### config.mk
export PLATFORM = sky130hd
export DESIGN_NAME = apb_master_arbiter
export DESIGN_NICKNAME = d
export VERILOG_FILES = /design/src/rtl/apb_master_arbiter.sv
export SDC_FILE = /design/constraint.sdc
export NUM_CORES = 1
export LEC_CHECK = 0
export ABC_AREA = 1
export BUFFER_PORTS_ARGS = -buffer_cell sky130_fd_sc_hd__buf_2
export CORE_AREA = 2 2 159 161
export CTS_CLUSTER_SIZE = 24
export DETAILED_ROUTE_END_ITERATION = 8
export DIE_AREA = 0 0 161 163
export PLACE_DENSITY = 0.66
export SYNTH_ARGS = -nofsm -noshare
export SYNTH_HDL_FRONTEND = slang
export SYNTH_SLANG_ARGS = --single-unit
### constraint.sdc
create_clock -name pclk -period 2.7 [get_ports pclk]
set_input_delay 0.27 -clock pclk [delete_from_list [all_inputs] [get_ports pclk]]
set_output_delay 0.27 -clock pclk [all_outputs]
set_load 0.01 [all_outputs]
### src/rtl/apb_master_arbiter.sv
// apb_master_arbiter: round-robin arbiter sharing one APB master port
// among NUM_REQ requesters, with psel decode and ACCESS-phase timeout.
//
// Ports:
//   pclk, preset          clock, synchronous active-high reset
//   req_valid/req_ready   per-requester handshake (ready one-hot, IDLE only)
//   req_addr/write/wdata  flattened per-requester transfer fields
//   rsp_valid             one-cycle completion pulse to the served requester
//   rsp_rdata/rsp_err     response data/error, held between pulses
//   paddr..pwdata         APB master outputs
//   pready/prdata/pslverr APB slave responses (used in ACCESS only)
module apb_master_arbiter #(
    parameter int NUM_REQ    = 4,
    parameter int ADDR_WIDTH = 32,
    parameter int DATA_WIDTH = 32,
    parameter int PSEL_WIDTH = 4,
    parameter int TIMEOUT    = 16
) (
    input  logic                          pclk,
    input  logic                          preset,
    input  logic [NUM_REQ-1:0]            req_valid,
    output logic [NUM_REQ-1:0]            req_ready,
    input  logic [NUM_REQ*ADDR_WIDTH-1:0] req_addr,
    input  logic [NUM_REQ-1:0]            req_write,
    input  logic [NUM_REQ*DATA_WIDTH-1:0] req_wdata,
    output logic [NUM_REQ-1:0]            rsp_valid,
    output logic [DATA_WIDTH-1:0]         rsp_rdata,
    output logic                          rsp_err,
    output logic [ADDR_WIDTH-1:0]         paddr,
    output logic                          pwrite,
    output logic [PSEL_WIDTH-1:0]         psel,
    output logic                          penable,
    output logic [DATA_WIDTH-1:0]         pwdata,
    input  logic                          pready,
    input  logic [DATA_WIDTH-1:0]         prdata,
    input  logic                          pslverr
);

    localparam int IW = (NUM_REQ > 1) ? $clog2(NUM_REQ) : 1;
    localparam int SB = (PSEL_WIDTH > 1) ? $clog2(PSEL_WIDTH) : 1;
    localparam int CW = (TIMEOUT > 0) ? $clog2(TIMEOUT + 1) : 1;

    localparam logic [1:0] S_IDLE   = 2'd0;
    localparam logic [1:0] S_SETUP  = 2'd1;
    localparam logic [1:0] S_ACCESS = 2'd2;

    logic [1:0]            r_state;
    logic [IW-1:0]         r_ptr;
    logic [IW-1:0]         r_id;
    logic [ADDR_WIDTH-1:0] r_addr;
    logic                  r_write;
    logic [DATA_WIDTH-1:0] r_wdata;
    logic [CW-1:0]         r_cnt;
    logic [NUM_REQ-1:0]    r_rsp_valid;
    logic [DATA_WIDTH-1:0] r_rsp_rdata;
    logic                  r_rsp_err;

    int                    w_idx;
    logic [IW-1:0]         w_idx_t;
    logic                  w_found;
    logic [IW-1:0]         w_winner;
    logic                  w_grant;
    logic [ADDR_WIDTH-1:0] w_addr;
    logic                  w_write;
    logic [DATA_WIDTH-1:0] w_wdata;
    logic [PSEL_WIDTH-1:0] w_sel;
    logic                  w_active;
    logic                  w_timeout;
    logic                  w_done;

    // Scan from the pointer upward with wrap; first valid wins.
    always_comb begin
        w_found  = 1'b0;
        w_winner = '0;
        w_idx    = 0;
        w_idx_t  = '0;
        for (int k = 0; k < NUM_REQ; k++) begin
            w_idx = int'(r_ptr) + k;
            if (w_idx >= NUM_REQ) begin
                w_idx = w_idx - NUM_REQ;
            end
            w_idx_t = IW'(w_idx);
            if (!w_found && req_valid[w_idx_t]) begin
                w_found  = 1'b1;
                w_winner = w_idx_t;
            end
        end
    end

    // No grant while reset is asserted, so nothing is consumed then.
    assign w_grant = (r_state == S_IDLE) && w_found && !preset;

    always_comb begin
        req_ready = '0;
        w_addr    = '0;
        w_write   = 1'b0;
        w_wdata   = '0;
        for (int i = 0; i < NUM_REQ; i++) begin
            if (w_winner == IW'(i)) begin
                req_ready[i] = w_grant;
                w_addr  = req_addr[i*ADDR_WIDTH +: ADDR_WIDTH];
                w_write = req_write[i];
                w_wdata = req_wdata[i*DATA_WIDTH +: DATA_WIDTH];
            end
        end
    end

    generate
        if (PSEL_WIDTH == 1) begin : g_psel1
            assign w_sel = 1'b1;
        end else begin : g_pseln
            always_comb begin
                w_sel = '0;
                w_sel[r_addr[ADDR_WIDTH-1 -: SB]] = 1'b1;
            end
        end
    endgenerate

    assign w_timeout = (TIMEOUT != 0) && (r_cnt == CW'(TIMEOUT));
    assign w_done    = pready || w_timeout;
    assign w_active  = (r_state == S_SETUP) || (r_state == S_ACCESS);

    assign psel      = w_active ? w_sel : '0;
    assign penable   = (r_state == S_ACCESS);
    assign paddr     = w_active ? r_addr : '0;
    assign pwrite    = w_active && r_write;
    assign pwdata    = w_active ? r_wdata : '0;
    assign rsp_valid = r_rsp_valid;
    assign rsp_rdata = r_rsp_rdata;
    assign rsp_err   = r_rsp_err;

    always_ff @(posedge pclk) begin
        if (preset) begin
            r_state     <= S_IDLE;
            r_ptr       <= '0;
            r_id        <= '0;
            r_addr      <= '0;
            r_write     <= 1'b0;
            r_wdata     <= '0;
            r_cnt       <= '0;
            r_rsp_valid <= '0;
            r_rsp_rdata <= '0;
            r_rsp_err   <= 1'b0;
        end else begin
            r_rsp_valid <= '0;
            case (r_state)
                S_IDLE: begin
                    if (w_grant) begin
                        r_id    <= w_winner;
                        r_addr  <= w_addr;
                        r_write <= w_write;
                        r_wdata <= w_wdata;
                        if (w_winner == IW'(NUM_REQ - 1)) begin
                            r_ptr <= '0;
                        end else begin
                            r_ptr <= w_winner + 1'b1;
                        end
                        r_state <= S_SETUP;
                    end
                end
                S_SETUP: begin
                    r_cnt   <= CW'(1);
                    r_state <= S_ACCESS;
                end
                S_ACCESS: begin
                    if (w_done) begin
                        r_rsp_valid[r_id] <= 1'b1;
                        // Timeout and writes both return zero data.
                        r_rsp_rdata <= (pready && !r_write) ? prdata : '0;
                        r_rsp_err   <= pready ? pslverr : 1'b1;
                        r_state     <= S_IDLE;
                    end else begin
                        r_cnt <= r_cnt + 1'b1;
                    end
                end
                default: begin
                    r_state <= S_IDLE;
                end
            endcase
        end
    end

endmodule

# Word level (Yosys, flattened, before mapping)
# Index checks and enable logic that the tools add are counted.
[word_totals]
regBits = 113
in_bits = 300
out_inout_bits = 111
[classes]
addsub = 9
n_lt_le_gt_ge = 12
n_eq_ne = 9
n_mux = 51
bitwise = 2
reduce_logical = 24
[op_table]
columns = ["op", "n"]
rows = [
  ["2-to-1 mux 32 bit", 11],
  ["2-to-1 mux 2 bit", 11],
  ["2-to-1 mux 1 bit", 19],
  ["< comparator 2 x 3 -> 1 bit, second input constant", 6],
  ["case mux 5 bit (2 select lines)", 1],
  [">= comparator 3 bit, second input constant", 3],
  ["logical AND 1 bit", 9],
  ["binary-select mux 1 bit (select 2 bit)", 4],
  ["AND reduction 2 bit", 4],
  ["subtractor 2 x 1 -> 2 bit, second input constant", 4],
  ["adder 2 x 2 -> 3 bit, second input constant", 2],
  ["equality test 2 bit, second input constant", 3],
  ["case mux 2 bit (3 select lines)", 1],
  ["adder 5 x 1 -> 5 bit, second input constant", 1],
  ["equality test 5 bit, second input constant", 1],
  ["zero test 1 bit", 5],
  ["2-to-1 mux 5 bit", 1],
  ["demux 1 bit (select 2 bit)", 2],
  ["equality test 2 x 1 -> 1 bit, second input constant", 2],
  [">= comparator 2 x 1 -> 1 bit, second input constant", 2],
  ["zero test 2 bit", 2],
  ["2-to-1 mux 4 bit", 1],
  ["!= test 2 bit, second input constant", 2],
  ["adder 2 x 1 -> 3 bit, second input constant", 1],
  ["other kinds (7)", 9],
]

# Depth between registers and ports, before layout
# Gate-level depths: netlist of the first run.
[logic_depth]
ltp_word = 19
ltp_mapped = 20

# Worst setup path before layout of the first run
# Ideal clock, no wire load.
[synth_path]
kind = "register to register"
from = "register r_ptr[0]"
to = "register r_addr[10]"
t_arrival_ps = 2748
required_time_ps = 2641
slack_ps = -108
path_stages_with_launch = 21
n_path_buf = 2
period_less_slack_ps = 2808
path_cell_list = "dfxtp_1 -> inv_2 -> nand2_1 -> nand2_1 -> nand2_2 -> nand2_2 -> nor2_4 -> nand2_1 -> nand2_1 -> xor2_1 -> inv_1 -> nand2_1 -> inv_1 -> ha_1 -> nor2_1 -> clkbuf_1 -> clkbuf_1 -> a22oi_1 -> o21ai_0 -> nand3_1 -> nand3_2"
[synth_via]
elab_chain_len = 19
[synth_rtl]
columns = ["item", "line", "source"]
rows = [
  ["from (decl)", "48", "logic [IW-1:0] r_ptr;"],
  ["from (signal assigned)", "156", "r_ptr <= w_winner + 1'b1;"],
  ["branches (longest 13 deep; another with adder 2 x 1 -> 3 bit)", "n/a", ""],
  ["2-to-1 mux 2 bit (*)", "83", "if (!w_found && req_valid[w_idx_t]) begin"],
  ["net w_winner[0]", "61", "logic [IW-1:0] w_winner;"],
  ["zero test 2 bit", "99", "if (w_winner == IW'(i)) begin"],
  ["2-to-1 mux 32 bit (3 in series)", "99", ""],
  ["2-to-1 mux 32 bit (*)", "99", ""],
  ["to (signal assigned)", "150", "r_addr <= w_addr;"],
  ["to (decl)", "50", "logic [ADDR_WIDTH-1:0] r_addr;"],
]
# Mark *: on every way through the listed nets, which the timed path passes. The select of a mux whose other input is x is not followed.
# A chain may end at the register's enable or synchronous reset.

# Worst setup path after layout of the first run
[layout_path]
from = "register r_ptr[0]"
to = "register r_wdata[7]"
[layout_via]
elab_chain_len = 19
[layout_rtl]
columns = ["item", "line", "source"]
rows = [
  ["branches (longest 19 deep; another with adder 2 x 1 -> 3 bit)", "n/a", ""],
  ["to (signal assigned)", "152", "r_wdata <= w_wdata;"],
  ["to (decl)", "52", "logic [DATA_WIDTH-1:0] r_wdata;"],
]
# Several ways; the timed one is not identified. The select of a mux whose other input is x is not followed.

==> results by group, run 1 <==
STA
  – Setup total negative slack: -0.119 ns
  – Slew Viols, Final: 0
  – Slew @ Worst Pin: 0.422 ns
  – Final min period: 2.73 ns
  – Maximum clock rate: 366 MHz
  – Setup ws final: -0.0323 ns
  – Slew HR: 71.9%
  – Setup violations, final: 9
  – RSZ-0062 raised after global routing: true
  – Final Hold Vio Count: 0
  – Final setup skew: 0.0118 ns
  – Final period util: 101%

Synth
  – Cell Area, Synth: 0.00674 mm2
  – Distinct cell type count after synthesis: 33
  – Synth area leader: dfxtp_1
  – Warnings, synthesis: 0
  – Syn Area/Cell: 6.62 um2
  – Largest cells by area after synthesis: dfxtp_1 34%, nand2_1 15%, nand3_1 12%
  – Syn nets: 1329
  – Number of synthesized flops with an enable pin: 0
  – Mapped Cells: 1019
  – Yosys reg bits: 113
  – Post-synth top area share: 33.6%
  – Async SR Flop Fraction: 0%
  – Primary FF master, synth: dfxtp_1
  – Seq/Total Area, Yosys: 33.6%

Worst hold path
  – Hold depth: 3
  – Hold EP: r_addr[3]
  – Worst hold path type: in -> reg
  – Hold Startpoint: req_addr[99]

Setup path
  – WP buf/inv: 5
  – Crit Path Category: reg -> reg
  – Crit path max fanout: 7
  – Worst r2r path cells: 18
  – Most used cell, CP: buf_12
  – Top delay family on crit path: simple AND/OR/NAND/NOR gates
  – Worst Path Required: 3.05 ns
  – Worst r2r src: r_ptr[0]
  – FF-to-FF setup slack: -0.03 ns
  – Worst setup EP type: flop
  – Crit start category: flop
  – Slowest library cell on the worst path: dfxtp_4
  – Critical R2R Capture: r_wdata[7]
  – CP Data Arrival Time: 3.09 ns
  – Critical-path cell list: nand2_1 -> nand3_2 -> nand2_2 -> nor2_4 -> buf_6 -> nand4_1 -> o211ai_1 -> nand2_2 -> ha_4 -> buf_6 -> nor2_4 -> buf_12 -> buf_12 -> buf_12 -> a22oi_2 -> o21ai_1 -> nand3_1 -> nand3_1
  – CP peak stage delay: 0.41 ns

Floorplan
  – Placement row count: 58
  – DIE AREA: 0.0262 mm2
  – Die span in x: 161 um
  – Die Height: 163 um
  – Initial Util: 27.3%
  – I/O pin cnt: 411
  – Core area: 0.0247 mm2

Clocking
  – CTS tree: yes
  – Clk_lat worst skew: 0.41 ns
  – Clock sink total: 113
  – Clock Tree Buf Depth: 2
  – CTS Root Cell: clkbuf_16
  – Reg clk slew, reported paths: 0.06 ns
  – H-tree depth: 4
  – TritonCTS Buffers: 17

Drt
  – Drt first pass iters: 5
  – Vias/cell: 4.81
  – Routed metal-1 wire length: 12300 um
  – Final wirelength: 28600 um
  – Top sig layer: met4
  – DRC violations left: 0
  – Initial drt markers: 608
  – Met3 Wirelength: 1880 um
  – Mean routed wirelength per cell: 16.1 um
  – Post-route ant nets: 0
  – Metal2 WL: 14100 um
  – Vias: 8554

Run status
  – Status: complete, but fails checks
  – Failing checks: negative setup slack

Layout
  – Commonest non-fill, non-tap cell in the layout: buf_2
  – Area growth from synthesis to layout: 56.6%
  – Fin area: 0.0106 mm2
  – Final core utilization: 42.8%
  – Proportion of layout cells with a drive suffix above 1: 44.3%
  – Most frequent cells in the layout: 408 x buf_2, 262 x nand2_1, 158 x nand3_1
  – Final net count: 1745
  – Fill count: 2558

Placement
  – Placement Cell Area: 0.00930 mm2
  – GPL Wtd Cong: 0.905
  – Pre-CTS worst setup slack: -0.171 ns
  – Post-DP HPWL: 20100 um
  – # port buffers: 410

Power
  – Sw frac: 46.4%
  – Seq pwr share: 13.8%
  – VDD IR max: 1010 uV
  – Pwr Total: 15800 uW
  – Combinational group share of total power: 72.1%
  – Part of the power in the clock network: 14.1%
  – P_sw: 7330 uW
  – Static Leakage: 0.00559 uW
  – PD cells: 1500 mW/mm2
  – Int Pwr: 8450 uW

Global routing
  – Initial antenna violation count: 2
  – Vias in the first global route: 8072
  – First-pass GRT wire length: 41700 um
  – Grt total ovfl: 0
  – Pin count of the biggest net entering global routing: 63
  – Gr usage total: 20.1%

Job
  – Max Cap Violations: 0
-- synthesized netlist by cell type (2+ instances only) --
cell      number
nand2_1      278
nand3_1      160
dfxtp_1      113
o21ai_0       99
inv_1         95
a22oi_1       61
nand2_2       55
clkbuf_1      50
nor2_1        22
a21oi_1       11
buf_2         10
ha_1          10
nand3_2       10
nor3_1         8
buf_1          5
buf_12         4
buf_4          3
buf_6          3
nand4_1        3
inv_2          2
nand3_4        2
nor2_4         2
o21a_1         2
o22ai_1        2
-- per-stage QoR --
stage               hold WS, ns  std cells
global route             0.0516       1778
detailed placement        0.439       1721
floorplan                 0.339       1019
CTS                      0.0363       1762
finish                   0.0634       1779
global placement          0.434       1721
-- registers in the layout (all words and copies together) (netlist names) --
register / cells
r_addr: 32
r_cnt: 5
r_id: 2
r_ptr: 2
r_state: 2
r_wdata: 32
r_write: 1
rsp_err: 1
rsp_rdata: 32
rsp_valid: 4
-- per-layer routing --
| layer | track usage (%) | vias to the layer above |
|---|---|---|
| li1 | - | 4189 |
| met1 | 24.6 | 3990 |
| met2 | 35.2 | 351 |
| met4 | 5.80 | 0 |
| met5 | 0 | - |
| met3 | 4.79 | 24 |
-- final cells by class --
| cell class | count | area, um2 | share of cell area [%] |
|---|---|---|---|
| Sequential cell | 113 | 2270 | 21.5 |
| Tap cell | 330 | 413 | 3.91 |
| Clock inverter | 15 | 150 | 1.42 |
| Inverter | 98 | 388 | 3.67 |
| Timing Repair Buffer | 473 | 2910 | 27.6 |
| Clock buffer | 17 | 425 | 4.03 |
| Antenna cell | 1 | 2.50 | 0.0237 |
| Multi-Input combinational cell | 732 | 4000 | 37.9 |
-- how the worst max path moves through the flow --
stage / start / endpoint / slack [ns] / cells after the start
3_3_place_gp: r_ptr[0] / r_addr[16] / -0.11 / 19
3_5_place_dp: r_ptr[0] / r_addr[16] / -0.17 / 19
4_1_cts: r_ptr[0] / req_ready[2] / -0.00005 / 15
6_report: r_ptr[0] / r_wdata[7] / -0.03 / 18
5_1_grt: r_ptr[0] / r_wdata[6] / -0.15 / 19
2_1_floorplan: r_ptr[0] / r_addr[11] / 0.008 / 19
-- power groups by stage --
stage	clock network, uW	registers, uW	logic, uW
6_report	2230	2180	11400
5_1_grt	2380	2210	12300
4_1_cts	2300	2170	8960
3_5_place_dp	0	2190	8260
3_3_place_gp	0	2190	8100
2_1_floorplan	0	2160	5170
-- worst reg2reg max path: cells and delay by family (launching register included) --
kind	cells	cell delay, ns
AO/OA/AOI/OAI	3	0.40
adder cells (fa/ha/maj)	1	0.21
buffers and inverters	5	0.63
flip-flops	1	0.41
AND/OR/NAND/NOR	9	1.04
-- timing repair --
action,in CTS,in global routing
gates cloned,1,5
setup endpoints to repair,62,69
resized for setup,20,123
setup buffers,8,12
pin swaps,12,39
hold buffers,0,0
-- kinds of logic after synthesis --
logic type | after synthesis | share of synthesized area, %
and+or+nand+nor | 542 | 37.1
AOI/OAI and AO/OA | 178 | 15.7
buffers and inverters | 174 | 11.5
DFF | 113 | 33.6
adders and majority gates | 10 | 1.86
xor gates and xnor gates | 1 | 0.130
muxes | 1 | 0.148
No activity file was read; power rests on OpenSTA's default activity.
==> run 2, diff against run 1 <==
--- a/config.mk
+++ b/config.mk
@@ -15,3 +15,4 @@
 export SYNTH_ARGS = -nofsm -noshare
 export SYNTH_HDL_FRONTEND = slang
 export SYNTH_SLANG_ARGS = --single-unit
+export TNS_END_PERCENT = 5
==> run 2 against run 1 <==
Effect of this change: the flow still finishes with violations (negative setup slack); power is 3.3% lower; first-iteration DRC count fell by 1.5%; clock power about the same; via count decreased by 0.47%; register-to-register slack improved by 0.02 ns.
==> results by group, run 2 (synthesized netlist as in run 1, its figures left out) <==
Layout
  – Most frequent cells in the layout: 410 x buf_2, 265 x nand2_1, 158 x nand3_1 (was 408 x buf_2, 262 x nand2_1, 158 x nand3_1)
  – Fill count: 2578 (was 2558)
  – Proportion of layout cells with a drive suffix above 1: 42.9% (was 44.3%)
  – Fin area: 0.0104 mm2 (was 0.0106 mm2)
  – Commonest non-fill, non-tap cell in the layout: buf_2 (unchanged)
  – Final net count: 1743 (was 1745)
  – Area growth from synthesis to layout: 54.6% (was 56.6%)

Setup path
  – CP Data Arrival Time: 2.46 ns (was 3.09 ns)
  – WP buf/inv: 5 (unchanged)
  – Top delay family on crit path: simple AND/OR/NAND/NOR gates (unchanged)
  – Crit Path Category: reg -> out (was reg -> reg)
  – Worst Path Required: 2.43 ns (was 3.05 ns)
  – Crit path max fanout: 7 (unchanged)
  – Slowest library cell on the worst path: dfxtp_4 (unchanged)
  – Worst setup EP type: primary output (was flop)
  – Crit start category: flop (unchanged)
  – CP peak stage delay: 0.41 ns (about the same)
  – Most used cell, CP: nand2_2 (was buf_12)
  – Critical-path cell list: nand2_1 -> nand3_2 -> nand2_2 -> nor2_4 -> buf_6 -> nand4_1 -> o211ai_1 -> nand2_2 -> ha_4 -> buf_12 -> buf_8 -> clkinv_4 -> nor2_2 -> buf_2 (was nand2_1 -> nand3_2 -> nand2_2 -> nor2_4 -> buf_6 -> nand4_1 -> o211ai_1 -> nand2_2 -> ha_4 -> buf_6 -> nor2_4 -> buf_12 -> buf_12 -> buf_12 -> a22oi_2 -> o21ai_1 -> nand3_1 -> nand3_1)

STA
  – Setup ws final: -0.0306 ns (was -0.0323 ns)
  – Final Hold Vio Count: 0 (unchanged)
  – Final period util: 101% (about the same)
  – Final min period: 2.73 ns (about the same)
  – Maximum clock rate: 366 MHz (about the same)
  – Setup total negative slack: -0.0472 ns (was -0.119 ns)
  – RSZ-0062 raised after global routing: true (unchanged)
  – Slew Viols, Final: 0 (unchanged)
  – Slew HR: 72.3% (was 71.9%)
  – Setup violations, final: 4 (was 9)
  – Slew @ Worst Pin: 0.416 ns (was 0.422 ns)
  – Final setup skew: 0.0117 ns (was 0.0118 ns)

Floorplan
  – Core area: 0.0247 mm2 (unchanged)
  – Die span in x: 161 um (unchanged)
  – Placement row count: 58 (unchanged)
  – I/O pin cnt: 411 (unchanged)
  – DIE AREA: 0.0262 mm2 (unchanged)
  – Initial Util: 27.3% (unchanged)
  – Die Height: 163 um (unchanged)

Run status
  – Failing checks: negative setup slack (unchanged)
  – Status: complete, but fails checks (unchanged)

Clocking
  – Clock sink total: 113 (unchanged)
  – Hold-fix buffers, CTS: 0 (unchanged)
  – TritonCTS Buffers: 17 (unchanged)
  – Clk_lat worst skew: 0.41 ns (about the same)
  – CTS Root Cell: clkbuf_16 (unchanged)
  – CTS tree: yes (unchanged)
  – Clock Tree Buf Depth: 2 (unchanged)
  – Reg clk slew, reported paths: 0.07 ns (was 0.06 ns)
  – H-tree depth: 4 (unchanged)

Drt
  – Final wirelength: 28400 um (was 28600 um)
  – Post-route ant nets: 0 (unchanged)
  – Initial drt markers: 599 (was 608)
  – Drt first pass iters: 7 (was 5)
  – Vias/cell: 4.79 (was 4.81)
  – DRC violations left: 0 (unchanged)
  – Vias: 8514 (was 8554)
  – Mean routed wirelength per cell: 16.0 um (was 16.1 um)

Power
  – PD cells: 1460 mW/mm2 (was 1500 mW/mm2)
  – Static Leakage: 0.00556 uW (was 0.00559 uW)
  – VDD IR max: 864 uV (was 1010 uV)
  – Pwr Total: 15300 uW (was 15800 uW)

Global routing
  – Vias in the first global route: 8072 (unchanged)
  – Grt total ovfl: 0 (unchanged)
  – Pin count of the biggest net entering global routing: 63 (unchanged)
  – Initial antenna violation count: 2 (unchanged)
  – Gr usage total: 20.1% (unchanged)
  – First-pass GRT wire length: 41700 um (unchanged)

Placement
  – GPL Wtd Cong: 0.905 (unchanged)
  – # port buffers: 410 (unchanged)
  – Post-DP HPWL: 20100 um (unchanged)
  – Placement Cell Area: 0.00930 mm2 (unchanged)

Job
  – Max Cap Violations: 0 (unchanged)

Worst hold path
  – Worst hold path type: in -> reg (unchanged)
-- run 2: cell types whose count changed in the layout (fill, tap and decap cells not counted), sizes merged --
cell	change
bufbuf	+1
buf	-3
-- run 2: final cells by class --
type,count,area (um2),area share [%]
Clock inverter,15,150,1.44
Multi-Input combinational cell,732,3890,37.3
Sequential cell,113,2270,21.8
Clock buffer,17,425,4.08
Timing Repair Buffer,471,2890,27.7
Tap cell,330,413,3.96
Inverter,98,385,3.70
Antenna cell,1,2.50,0.0240
-- run 2: repair_timing --
| item | CTS | global route |
|---|---|---|
| setup buffers | 8 | 10 |
| setup endpoints to repair | 62 | 69 |
| cloned | 1 | 4 |
| gates resized for setup | 20 | 83 |
| pin swaps | 12 | 16 |
-- run 2: layer usage --
layer / vias up / track usage, % / share of wire (%)
li1: 4182 / - / -
met1: 3952 / 24.6 / 43
met2: 352 / 35.2 / 49
met3: 28 / 4.79 / 6.6
met4: 0 / 5.80 / 1.3
met5: - / 0 / 0
-- run 2: worst paths after layout --
check / start / endpoint / slack [ns] / cells after the start
max: r_ptr[0] / req_ready[1] / -0.03 / 14
min: req_addr[119] / r_addr[23] / 0.06 / 3
max reg2reg: r_ptr[0] / r_wdata[13] / -0.01 / 18
min reg2reg: r_id[0] / rsp_valid[0] / 0.45 / 1
-- run 2: worst min-delay path, stage by stage --
cell and delay (ns):
buf_2 0.07, nand2_1 0.04, nand3_1 0.06
-- run 2: through the flow --
stage	setup slack [ns]	std cells	hold WS, ns	util, %
4_1_cts	-0.0000535	1762	0.0363	40.7
5_1_grt	-0.148	1776	0.0519	42.2
6_report	-0.0306	1777	0.0609	42.2
3_5_place_dp	-0.171	1721	0.439	37.7
3_3_place_gp	-0.107	1721	0.434	37.7
2_1_floorplan	0.00836	1019	0.339	-
-- run 2: where the power goes --
part	total [uW]	switching (uW)	leakage (uW)	internal, uW
Sequential	2180	174	0.000922	2000
Clock	2230	934	0.000276	1300
Combinational	10900	5930	0.00436	4930
